--- src/rtl/alu_op_sequencer_if.sv ---
// Request/response bundle between the controller and the ALU operation sequencer.
// The controller drives the master side; the sequencer implements the slave side.
interface alu_op_sequencer_if #(
  parameter int WIDTH   = 16,
  parameter int STATE_W = 8
);
  logic               start;
  logic [STATE_W-1:0] controller_state;
  logic [WIDTH-1:0]   a;
  logic [WIDTH-1:0]   b;
  logic               clr_err;
  logic               busy;
  logic               done;
  logic [WIDTH-1:0]   result;
  logic [3:0]         control;
  logic               div_by_zero;
  logic               illegal_state;

  modport master (
    output start, controller_state, a, b, clr_err,
    input  busy, done, result, control, div_by_zero, illegal_state
  );

  modport slave (
    input  start, controller_state, a, b, clr_err,
    output busy, done, result, control, div_by_zero, illegal_state
  );
endinterface

--- src/rtl/alu_op_sequencer.sv ---
// Multi-cycle ALU sequencer: decodes the controller state into an ALU command and
// executes it; MUL/DIV iterate one bit per cycle, everything else completes in one.
module alu_op_sequencer #(
  parameter int WIDTH   = 16,
  parameter int STATE_W = 8
) (
  input  logic            clk,
  input  logic            rst_n,
  alu_op_sequencer_if.slave bus
);
  localparam int CW = $clog2(WIDTH + 1);

  typedef enum logic [3:0] {
    OP_ADD, OP_SUB, OP_MUL, OP_DIV, OP_DIVS, OP_AND, OP_OR, OP_NOT,
    OP_NEG, OP_LT, OP_LTE, OP_GT, OP_GTE, OP_EQ, OP_NEQ
  } op_e;

  typedef enum logic [1:0] {IDLE, EXEC, ITER, DONE} st_e;

  st_e              st;
  op_e              op_q, dec_op;
  logic             dec_ill, dec_zero, dec_iter, exec_dbz;
  logic [WIDTH-1:0] a_q, b_q, acc, qr, dv, alu_res, trial;
  logic [WIDTH:0]   rem_sh;
  logic [CW-1:0]    cnt;
  int               cs_i;

  always_comb begin
    cs_i    = int'(bus.controller_state);
    dec_op  = OP_ADD;
    dec_ill = 1'b0;
    case (cs_i) inside
      [1:4], [6:9], [34:40], 10, 14: dec_op = OP_ADD;
      11, 15:                        dec_op = OP_SUB;
      12, 16:                        dec_op = OP_MUL;
      13:                            dec_op = OP_DIV;
      17:                            dec_op = OP_DIVS;
      18:                            dec_op = OP_AND;
      19:                            dec_op = OP_OR;
      20, 23:                        dec_op = OP_EQ;
      21, 22:                        dec_op = OP_NEQ;
      24:                            dec_op = OP_NOT;
      25:                            dec_op = OP_NEG;
      26, 30:                        dec_op = OP_LT;
      27, 31:                        dec_op = OP_LTE;
      28, 32:                        dec_op = OP_GT;
      29, 33:                        dec_op = OP_GTE;
      default:                       dec_ill = 1'b1;
    endcase
    dec_zero = (dec_op == OP_DIV  && bus.b == '0) ||
               (dec_op == OP_DIVS && bus.a == '0);
    dec_iter = (dec_op inside {OP_MUL, OP_DIV, OP_DIVS}) && !dec_zero;
  end

  // Only zero-divisor divides reach EXEC, so a divide op there means all-ones.
  always_comb begin
    alu_res  = a_q + b_q;
    exec_dbz = 1'b0;
    case (op_q)
      OP_SUB:          alu_res = a_q - b_q;
      OP_AND:          alu_res = a_q & b_q;
      OP_OR:           alu_res = a_q | b_q;
      OP_NOT:          alu_res = ~a_q;
      OP_NEG:          alu_res = '0 - a_q;
      OP_LT:           alu_res = {{(WIDTH-1){1'b0}}, $signed(a_q) <  $signed(b_q)};
      OP_LTE:          alu_res = {{(WIDTH-1){1'b0}}, $signed(a_q) <= $signed(b_q)};
      OP_GT:           alu_res = {{(WIDTH-1){1'b0}}, $signed(a_q) >  $signed(b_q)};
      OP_GTE:          alu_res = {{(WIDTH-1){1'b0}}, $signed(a_q) >= $signed(b_q)};
      OP_EQ:           alu_res = {{(WIDTH-1){1'b0}}, a_q == b_q};
      OP_NEQ:          alu_res = {{(WIDTH-1){1'b0}}, a_q != b_q};
      OP_DIV, OP_DIVS: begin alu_res = '1; exec_dbz = 1'b1; end
      default:         alu_res = a_q + b_q;
    endcase
  end

  // Restoring divide step: acc is the partial remainder, qr shifts dividend out / quotient in.
  assign rem_sh = {acc, qr[WIDTH-1]};
  assign trial  = rem_sh[WIDTH-1:0] - dv;

  always_ff @(posedge clk or negedge rst_n) begin
    if (!rst_n) begin
      st                <= IDLE;
      op_q              <= OP_ADD;
      a_q               <= '0;
      b_q               <= '0;
      acc               <= '0;
      qr                <= '0;
      dv                <= '0;
      cnt               <= '0;
      bus.busy          <= 1'b0;
      bus.done          <= 1'b0;
      bus.result        <= '0;
      bus.control       <= '0;
      bus.div_by_zero   <= 1'b0;
      bus.illegal_state <= 1'b0;
    end else begin
      bus.done <= 1'b0;
      if (bus.clr_err) bus.illegal_state <= 1'b0;
      case (st)
        ITER: begin
          if (cnt == CW'(WIDTH)) begin
            bus.result      <= (op_q == OP_MUL) ? acc : qr;
            bus.div_by_zero <= 1'b0;
            bus.done        <= 1'b1;
            bus.busy        <= 1'b0;
            st              <= DONE;
          end else begin
            cnt <= cnt + 1'b1;
            if (op_q == OP_MUL) begin
              if (qr[0]) acc <= acc + dv;
              dv <= dv << 1;
              qr <= qr >> 1;
            end else if (rem_sh >= {1'b0, dv}) begin
              acc <= trial;
              qr  <= {qr[WIDTH-2:0], 1'b1};
            end else begin
              acc <= rem_sh[WIDTH-1:0];
              qr  <= {qr[WIDTH-2:0], 1'b0};
            end
          end
        end
        default: begin
          // Completion and a new accept share this edge for back-to-back throughput.
          if (st == EXEC) begin
            bus.result      <= alu_res;
            bus.div_by_zero <= exec_dbz;
            bus.done        <= 1'b1;
          end
          if (bus.start) begin
            a_q         <= bus.a;
            b_q         <= bus.b;
            op_q        <= dec_op;
            bus.control <= dec_op;
            if (dec_ill) bus.illegal_state <= 1'b1;
            acc         <= '0;
            cnt         <= '0;
            qr          <= (dec_op == OP_DIV) ? bus.a : bus.b;
            dv          <= (dec_op == OP_DIV) ? bus.b : bus.a;
            bus.busy    <= dec_iter;
            st          <= dec_iter ? ITER : EXEC;
          end else begin
            st <= (st == EXEC) ? DONE : IDLE;
          end
        end
      endcase
    end
  end
endmodule

--- src/flat_wrapper.sv ---
// flat-port wrapper written by rule: the top's interface ports become plain ports
module alu_op_sequencer_flat 
#(
  parameter int WIDTH   = 16,
  parameter int STATE_W = 8
)
  (clk, rst_n, bus_start, bus_controller_state, bus_a, bus_b, bus_clr_err, bus_busy, bus_done, bus_result, bus_control, bus_div_by_zero, bus_illegal_state);
  alu_op_sequencer_if #(.WIDTH(WIDTH), .STATE_W(STATE_W)) bus_i ();
  input  logic clk;
  input  logic rst_n;
  input wire logic [$bits(bus_i.start)-1:0] bus_start;
  input wire logic [$bits(bus_i.controller_state)-1:0] bus_controller_state;
  input wire logic [$bits(bus_i.a)-1:0] bus_a;
  input wire logic [$bits(bus_i.b)-1:0] bus_b;
  input wire logic [$bits(bus_i.clr_err)-1:0] bus_clr_err;
  output wire logic [$bits(bus_i.busy)-1:0] bus_busy;
  output wire logic [$bits(bus_i.done)-1:0] bus_done;
  output wire logic [$bits(bus_i.result)-1:0] bus_result;
  output wire logic [$bits(bus_i.control)-1:0] bus_control;
  output wire logic [$bits(bus_i.div_by_zero)-1:0] bus_div_by_zero;
  output wire logic [$bits(bus_i.illegal_state)-1:0] bus_illegal_state;
  assign bus_i.start = bus_start;
  assign bus_i.controller_state = bus_controller_state;
  assign bus_i.a = bus_a;
  assign bus_i.b = bus_b;
  assign bus_i.clr_err = bus_clr_err;
  assign bus_busy = bus_i.busy;
  assign bus_done = bus_i.done;
  assign bus_result = bus_i.result;
  assign bus_control = bus_i.control;
  assign bus_div_by_zero = bus_i.div_by_zero;
  assign bus_illegal_state = bus_i.illegal_state;
  alu_op_sequencer #(.WIDTH(WIDTH), .STATE_W(STATE_W)) u_core (.clk(clk), .rst_n(rst_n), .bus(bus_i));
endmodule
--- config.mk ---
export PLATFORM = sky130hd
export DESIGN_NAME = alu_op_sequencer_flat
export DESIGN_NICKNAME = d
export VERILOG_FILES = /design/src/rtl/alu_op_sequencer_if.sv /design/src/rtl/alu_op_sequencer.sv /design/src/flat_wrapper.sv
export SDC_FILE = /design/constraint.sdc
export NUM_CORES = 1
export LEC_CHECK = 0
export BUFFER_PORTS_ARGS = -buffer_cell sky130_fd_sc_hd__buf_2
export CORE_MARGIN = 2
export CORE_UTILIZATION = 35
export CTS_CLUSTER_DIAMETER = 200
export DETAILED_ROUTE_END_ITERATION = 7
export PLACE_DENSITY = 0.5
export SLEW_MARGIN = 10
export SYNTH_ARGS = -nofsm -noshare
export SYNTH_HDL_FRONTEND = slang
export SYNTH_SLANG_ARGS = --single-unit
export TNS_END_PERCENT = 1
--- constraint.sdc ---
create_clock -name clk -period 3.2 [get_ports clk]
set_clock_uncertainty 0.15 [all_clocks]
set_input_delay 0 -clock clk [delete_from_list [all_inputs] [get_ports clk]]
set_output_delay 0 -clock clk [all_outputs]
set_load 0.01 [all_outputs]
# Word-level counts from Yosys, hierarchy flattened
# Index checks and enable logic that the tools add are counted.
# word_totals
regBits	111
# classes
addsub	6
magnitude_cmp	11
eq_ne	50
n_mux	73
n_bitwise	4
n_reduce_logical	29
# ops
cell	n
2-to-1 mux 16 bit	20
case mux 16 bit (12 select lines)	1
== test 8 x 5 -> 1 bit, second input constant	16
2-to-1 mux 4 bit	15
== test 8 x 4 -> 1 bit, second input constant	6
adder 16 bit	2
zero test 16 bit	2
subtractor 16 bit	2
2-to-1 mux 1 bit	29
== test 4 bit, second input constant	7
== test 4 x 3 -> 1 bit, second input constant	5
OR reduction 2 bit	9
>= comparator 17 x 16 -> 1 bit	1
AND 16 bit	1
== test 16 bit	1
== test 4 x 2 -> 1 bit, second input constant	4
== test 8 x 6 -> 1 bit, second input constant	2
>= comparator 16 bit	1
> comparator 16 bit	1
less-or-equal comparator 16 bit	1
less-than comparator 16 bit	1
inequality test 16 bit	1
NOT 16 bit	1
bitwise OR 16 bit	1
other kinds (26)	43

# Longest topological paths before layout
# logic_depth
depth_word	25
ltp_mapped	12
mapped_depth_nobuf	12

# Least setup slack after synthesis
# OpenSTA, ideal clock, no wires.
# synth_timing
path_type	register to register
startpoint	register u_core.a_q[0]
endpoint	register u_core.bus.result[0]
setup_ns	0.136
arrival_time_ns	2.868
slack_ns	0.046
stages_incl_launch_ff	13
path_buffers	0
synth_period_minus_slack_ns	3.154
path_cell_list	dfrtp_1 -> inv_1 -> ha_1 -> inv_1 -> fa_1 -> nor2b_1 -> o21a_1 -> o21a_1 -> o41ai_2 -> a211oi_1 -> mux2_2 -> o311ai_0 -> a21oi_1
# synth_via
elab_chain_cells	4
# synth_lines
element	line_no	text
start: declaration	alu_op_sequencer.sv:23	logic [WIDTH-1:0] a_q, b_q, acc, qr, dv, alu_res, trial;
start signal: assignment	alu_op_sequencer.sv:130	a_q <= bus.a;
adder 16 bit (tied with other cells)	--	
case mux 16 bit (12 select lines) (*)	alu_op_sequencer.sv:59	case (op_q)
2-to-1 mux 16 bit (*)	alu_op_sequencer.sv:124	if (st == EXEC) begin
2-to-1 mux 16 bit (*)	alu_op_sequencer.sv:99	case (st)
end signal: assignment	alu_op_sequencer.sv:102	bus.result <= (op_q == OP_MUL) ? acc : qr;
end signal: assignment	alu_op_sequencer.sv:125	bus.result <= alu_res;
end: declaration	alu_op_sequencer_if.sv:26	output busy, done, result, control, div_by_zero, illegal_state
# Every way passes the cells marked *; elsewhere a longest branch is shown, timed or not. The select of a mux whose other input is x is not followed.
# A chain may end at the register's enable or synchronous reset.

# Worst setup path after layout
# layout_timing
startpoint	register u_core.a_q[0]
endpoint	register u_core.bus.result[10]
# layout_via
elab_chain_cells	4
# layout_lines
element	line_no
adder 16 bit (tied with other cells)	--
case mux 16 bit (12 select lines) (*)	alu_op_sequencer.sv:59
2-to-1 mux 16 bit (*)	alu_op_sequencer.sv:124
2-to-1 mux 16 bit (*)	alu_op_sequencer.sv:99
# Marks and branches as above.

==> flow_summary.json <==
{
  "synth-async-reset-ratio_pct": 100.0,
  "arrival_ns": 3.14,
  "fillCellCount": 2879,
  "clk_latency_ns": 0.37,
  "multiInputGateArea_um2": 6730,
  "fp.dieH_um": 172.6,
  "grt_util_all_layers_pct": 23.81,
  "ys_ff_latch": 111,
  "vias": 10230,
  "critPathMaxStageDelay_ns": 0.53,
  "layout-area-overhead-vs-synth_pct": 21.02,
  "path_clk_slew_ns": 0.09,
  "rsz0062_at_grt": "yes",
  "nets": 1536,
  "drt_iter0_drc": 679,
  "initial_core_util_pct": 35.73,
  "cts-root-buf": "clkbuf_16",
  "cts_buffers": 9,
  "vias_per_cell": 5.723,
  "cp_max_fo": 5,
  "cts-htree-levels": 3,
  "drive_above_1_share_pct": 16.60,
  "portBuffers": 67,
  "syn_area_um2": 9953,
  "hold_viol": 0,
  "antenna_found_initial": 0,
  "power.total_uw": 8932,
  "grt_max_degree": 73,
  "rows": 61,
  "drc_errors": 0,
  "ys_seq_area_share_pct": 27.91,
  "fin_tns_setup_ns": 0,
  "synth_cells": 1253,
  "critical-path-top-delay-family": "compound AO/OA/AOI/OAI gates",
  "grt_pass1_wl_um": 56310,
  "first_pass_iters": 5,
  "io_pins": 68,
  "cts_tree": "yes",
  "ant_nets": 0,
  "ys.flop_type": "dfrtp_1",
  "p_sw_share_pct": 48.03,
  "setup_ws_ns": 0.1673,
  "final_common_cell": "o21ai_0",
  "syn_nets": 1383,
  "maxCapViolCount": 0,
  "p_seq_share_pct": 25.4,
  "first_global_vias": 9756,
  "power.internal_uw": 4642,
  "required_ns": 3.30,
  "hpwl_um": 27830,
  "cpMaxStageDelayCell": "or3b_2",
  "critPathLaunchType": "flop",
  "coreArea_um2": 27860,
  "cp_cell_sequence": "inv_1 > buf_4 > ha_1 > or3b_2 > nor3_4 > xnor2_1 > a2111o_1 > a311oi_2 > nor2_1 > a211oi_2 > o31ai_1",
  "switchingPower_uw": 4291,
  "worst_pin_slew_ns": 1.202,
  "die_w_um": 172.6,
  "end_kind": "flop",
  "clk_path_buf_depth": 2,
  "avgSynthCellArea_um2": 7.944,
  "min_path_type": "in -> reg",
  "grt_overflow": 0,
  "min_period_over_period_pct": 94.77,
  "yosysWarningCount": 0,
  "slew_violations": 0,
  "clock_power_share_pct": 12.5,
  "layout_common_cells": "o21ai_0 (134), nand2_1 (118), a21oi_1 (110), dfrtp_1 (110), buf_4 (102)",
  "p_comb_share_pct": 62.0,
  "outcome": "complete, no violations",
  "crit_type": "reg -> reg",
  "dieArea_um2": 29800,
  "wl_per_cell_um": 20.10,
  "fmax_mhz": 329.7,
  "drt_wl_total_um": 35940,
  "antennaDiodeCount": 0,
  "gp_congestion": 0.9179,
  "seq_area_um2": 2779,
  "holdWs_ns": 0.01389,
  "synth-edff-count": 0,
  "relSlewSlack_pct": 19.54,
  "path_buf_inv": 2,
  "clkSinkCount": 111,
  "power_density_nw_per_um2": 741.5,
  "p_leak_uw": 0.005505,
  "setup_viol": 0,
  "irDropWorstVdd_uv": 316.4,
  "yosys.cell_types.count": 82,
  "fin_crit_ns": 3.033,
  "place_ws_ns": -0.02594
}
==> sequential cells by signal, indices dropped and copies added, names as in the netlist <==
| name | flops |
|---|---|
| u_core.bus.busy | 1 |
| u_core.bus.div_by_zero | 1 |
| u_core.cnt | 5 |
| u_core.a_q | 16 |
| u_core.bus.illegal_state | 1 |
| u_core.acc | 16 |
| u_core.b_q | 16 |
| u_core.qr | 16 |
| u_core.st | 2 |
| u_core.bus.control | 4 |
| u_core.bus.result | 16 |
| u_core.bus.done | 1 |
| u_core.dv | 16 |
==> through the flow <==
stage | instances | util, % | instance area [um^2]
2_1_floorplan | 1253 | - | 9953
4_1_cts | 1787 | 42.94 | 11960
6_report | 1788 | 43.24 | 12050
3_3_place_gp | 1734 | 40.55 | 11300
3_5_place_dp | 1734 | 40.55 | 11300
5_1_grt | 1788 | 43.24 | 12050
==> cells in the mapped netlist (all sizes together) (4+ instances only) <==
library cell | count | area share [%]
or2 | 9 | 0.57
clkbuf | 53 | 2.0
a21oi | 114 | 5.7
buf | 12 | 0.65
inv | 80 | 3.0
a221oi | 7 | 0.62
a31oi | 21 | 1.3
nand2 | 119 | 4.5
a22oi | 25 | 1.9
xor2 | 12 | 1.1
a22o | 6 | 0.53
dfrtp | 111 | 28
nor2 | 75 | 2.9
a2111oi | 5 | 0.44
or3 | 16 | 1.0
o211ai | 13 | 0.98
o21ai | 136 | 6.9
fa | 4 | 0.80
or4 | 6 | 0.45
mux2i | 46 | 4.6
nand4 | 7 | 0.44
o41ai | 6 | 0.60
ha | 82 | 10
o31ai | 9 | 0.68
and3 | 7 | 0.44
nor2b | 14 | 0.88
nand2b | 11 | 0.69
and2 | 12 | 0.75
nor4 | 21 | 1.3
nor3 | 32 | 1.7
nand3 | 35 | 1.8
a211oi | 12 | 0.96
a211o | 5 | 0.44
o221ai | 8 | 0.70
o22ai | 15 | 0.94
o21a | 8 | 0.60
o21bai | 11 | 0.83
a21o | 8 | 0.60
xnor2 | 21 | 1.8
a2bb2oi | 6 | 0.53
==> power groups by stage <==
stage | logic, uW | registers (uW) | clock network (uW)
5_1_grt | 6130 | 2320 | 1200
2_1_floorplan | 3370 | 2230 | 0
6_report | 5540 | 2270 | 1120
4_1_cts | 5420 | 2250 | 1160
3_3_place_gp | 5330 | 2280 | 0
3_5_place_dp | 5340 | 2280 | 0
==> path summary, 6_finish.rpt <==
kind	from	to	slack, ns	cells after the start
max	u_core.a_q[0]$_DFFE_PN0P_	u_core.bus.result[10]$_DFFE_PN0P_	0.17	11
min	bus_controller_state[1]	u_core.bus.control[0]$_DFFE_PN0P_	0.01	3
max reg2reg	u_core.a_q[0]$_DFFE_PN0P_	u_core.bus.result[10]$_DFFE_PN0P_	0.17	11
min reg2reg	u_core.bus.result[4]$_DFFE_PN0P_	u_core.bus.result[4]$_DFFE_PN0P_	0.32	2
max in group asynchronous	rst_n	u_core.dv[2]$_DFFE_PN0P_	1.95	3
min in group asynchronous	rst_n	u_core.a_q[7]$_DFFE_PN0P_	0.10	2
==> cell type report <==
| class | instances | share of cell area, % |
|---|---|---|
| flip-flops and latches | 111 | 23.07 |
| clock buffers | 11 | 1.932 |
| multi-input cells | 996 | 55.87 |
| inverters | 81 | 2.524 |
| clock inverters | 4 | 0.2493 |
| repair buffers | 207 | 12.42 |
| well taps | 378 | 3.926 |
==> kinds of logic (layout without fill, tap and decap cells) <==
logic type	count (synthesis)	in the layout	share of synthesized area [%]
adders and majority gates	86	86	11.11
DFF	111	111	27.91
buffers and inverters	146	303	5.720
xor gates and xnor gates	33	33	2.904
and+or+nand+nor	381	381	18.99
muxes	48	48	4.852
AOI/OAI and AO/OA	448	448	28.51
==> worst register-to-register path, stage by stage, from the launching register on <==
cell and delay [ns]:
dfrtp_1 0.40, inv_1 0.08, buf_4 0.14, ha_1 0.19, or3b_2 0.53, nor3_4 0.17
xnor2_1 0.09, a2111o_1 0.44, a311oi_2 0.28, nor2_1 0.10, a211oi_2 0.26, o31ai_1 0.10
==> routing by layer <==
layer	GRT usage, %	routed length [um]
met4	5.662	774
met2	36.58	15670
met5	0	0
met3	4.310	2417
met1	34.52	17080
==> repair_timing <==
item,CTS,global route
pin swaps,0,6
endpoints found under the hold margin,121,0
hold buffers,38,0
setup endpoints to repair,2,19
gates cloned,0,0
resized for setup,4,19
buffers inserted,0,1
Note: power is estimated with default switching activity, not from simulation.
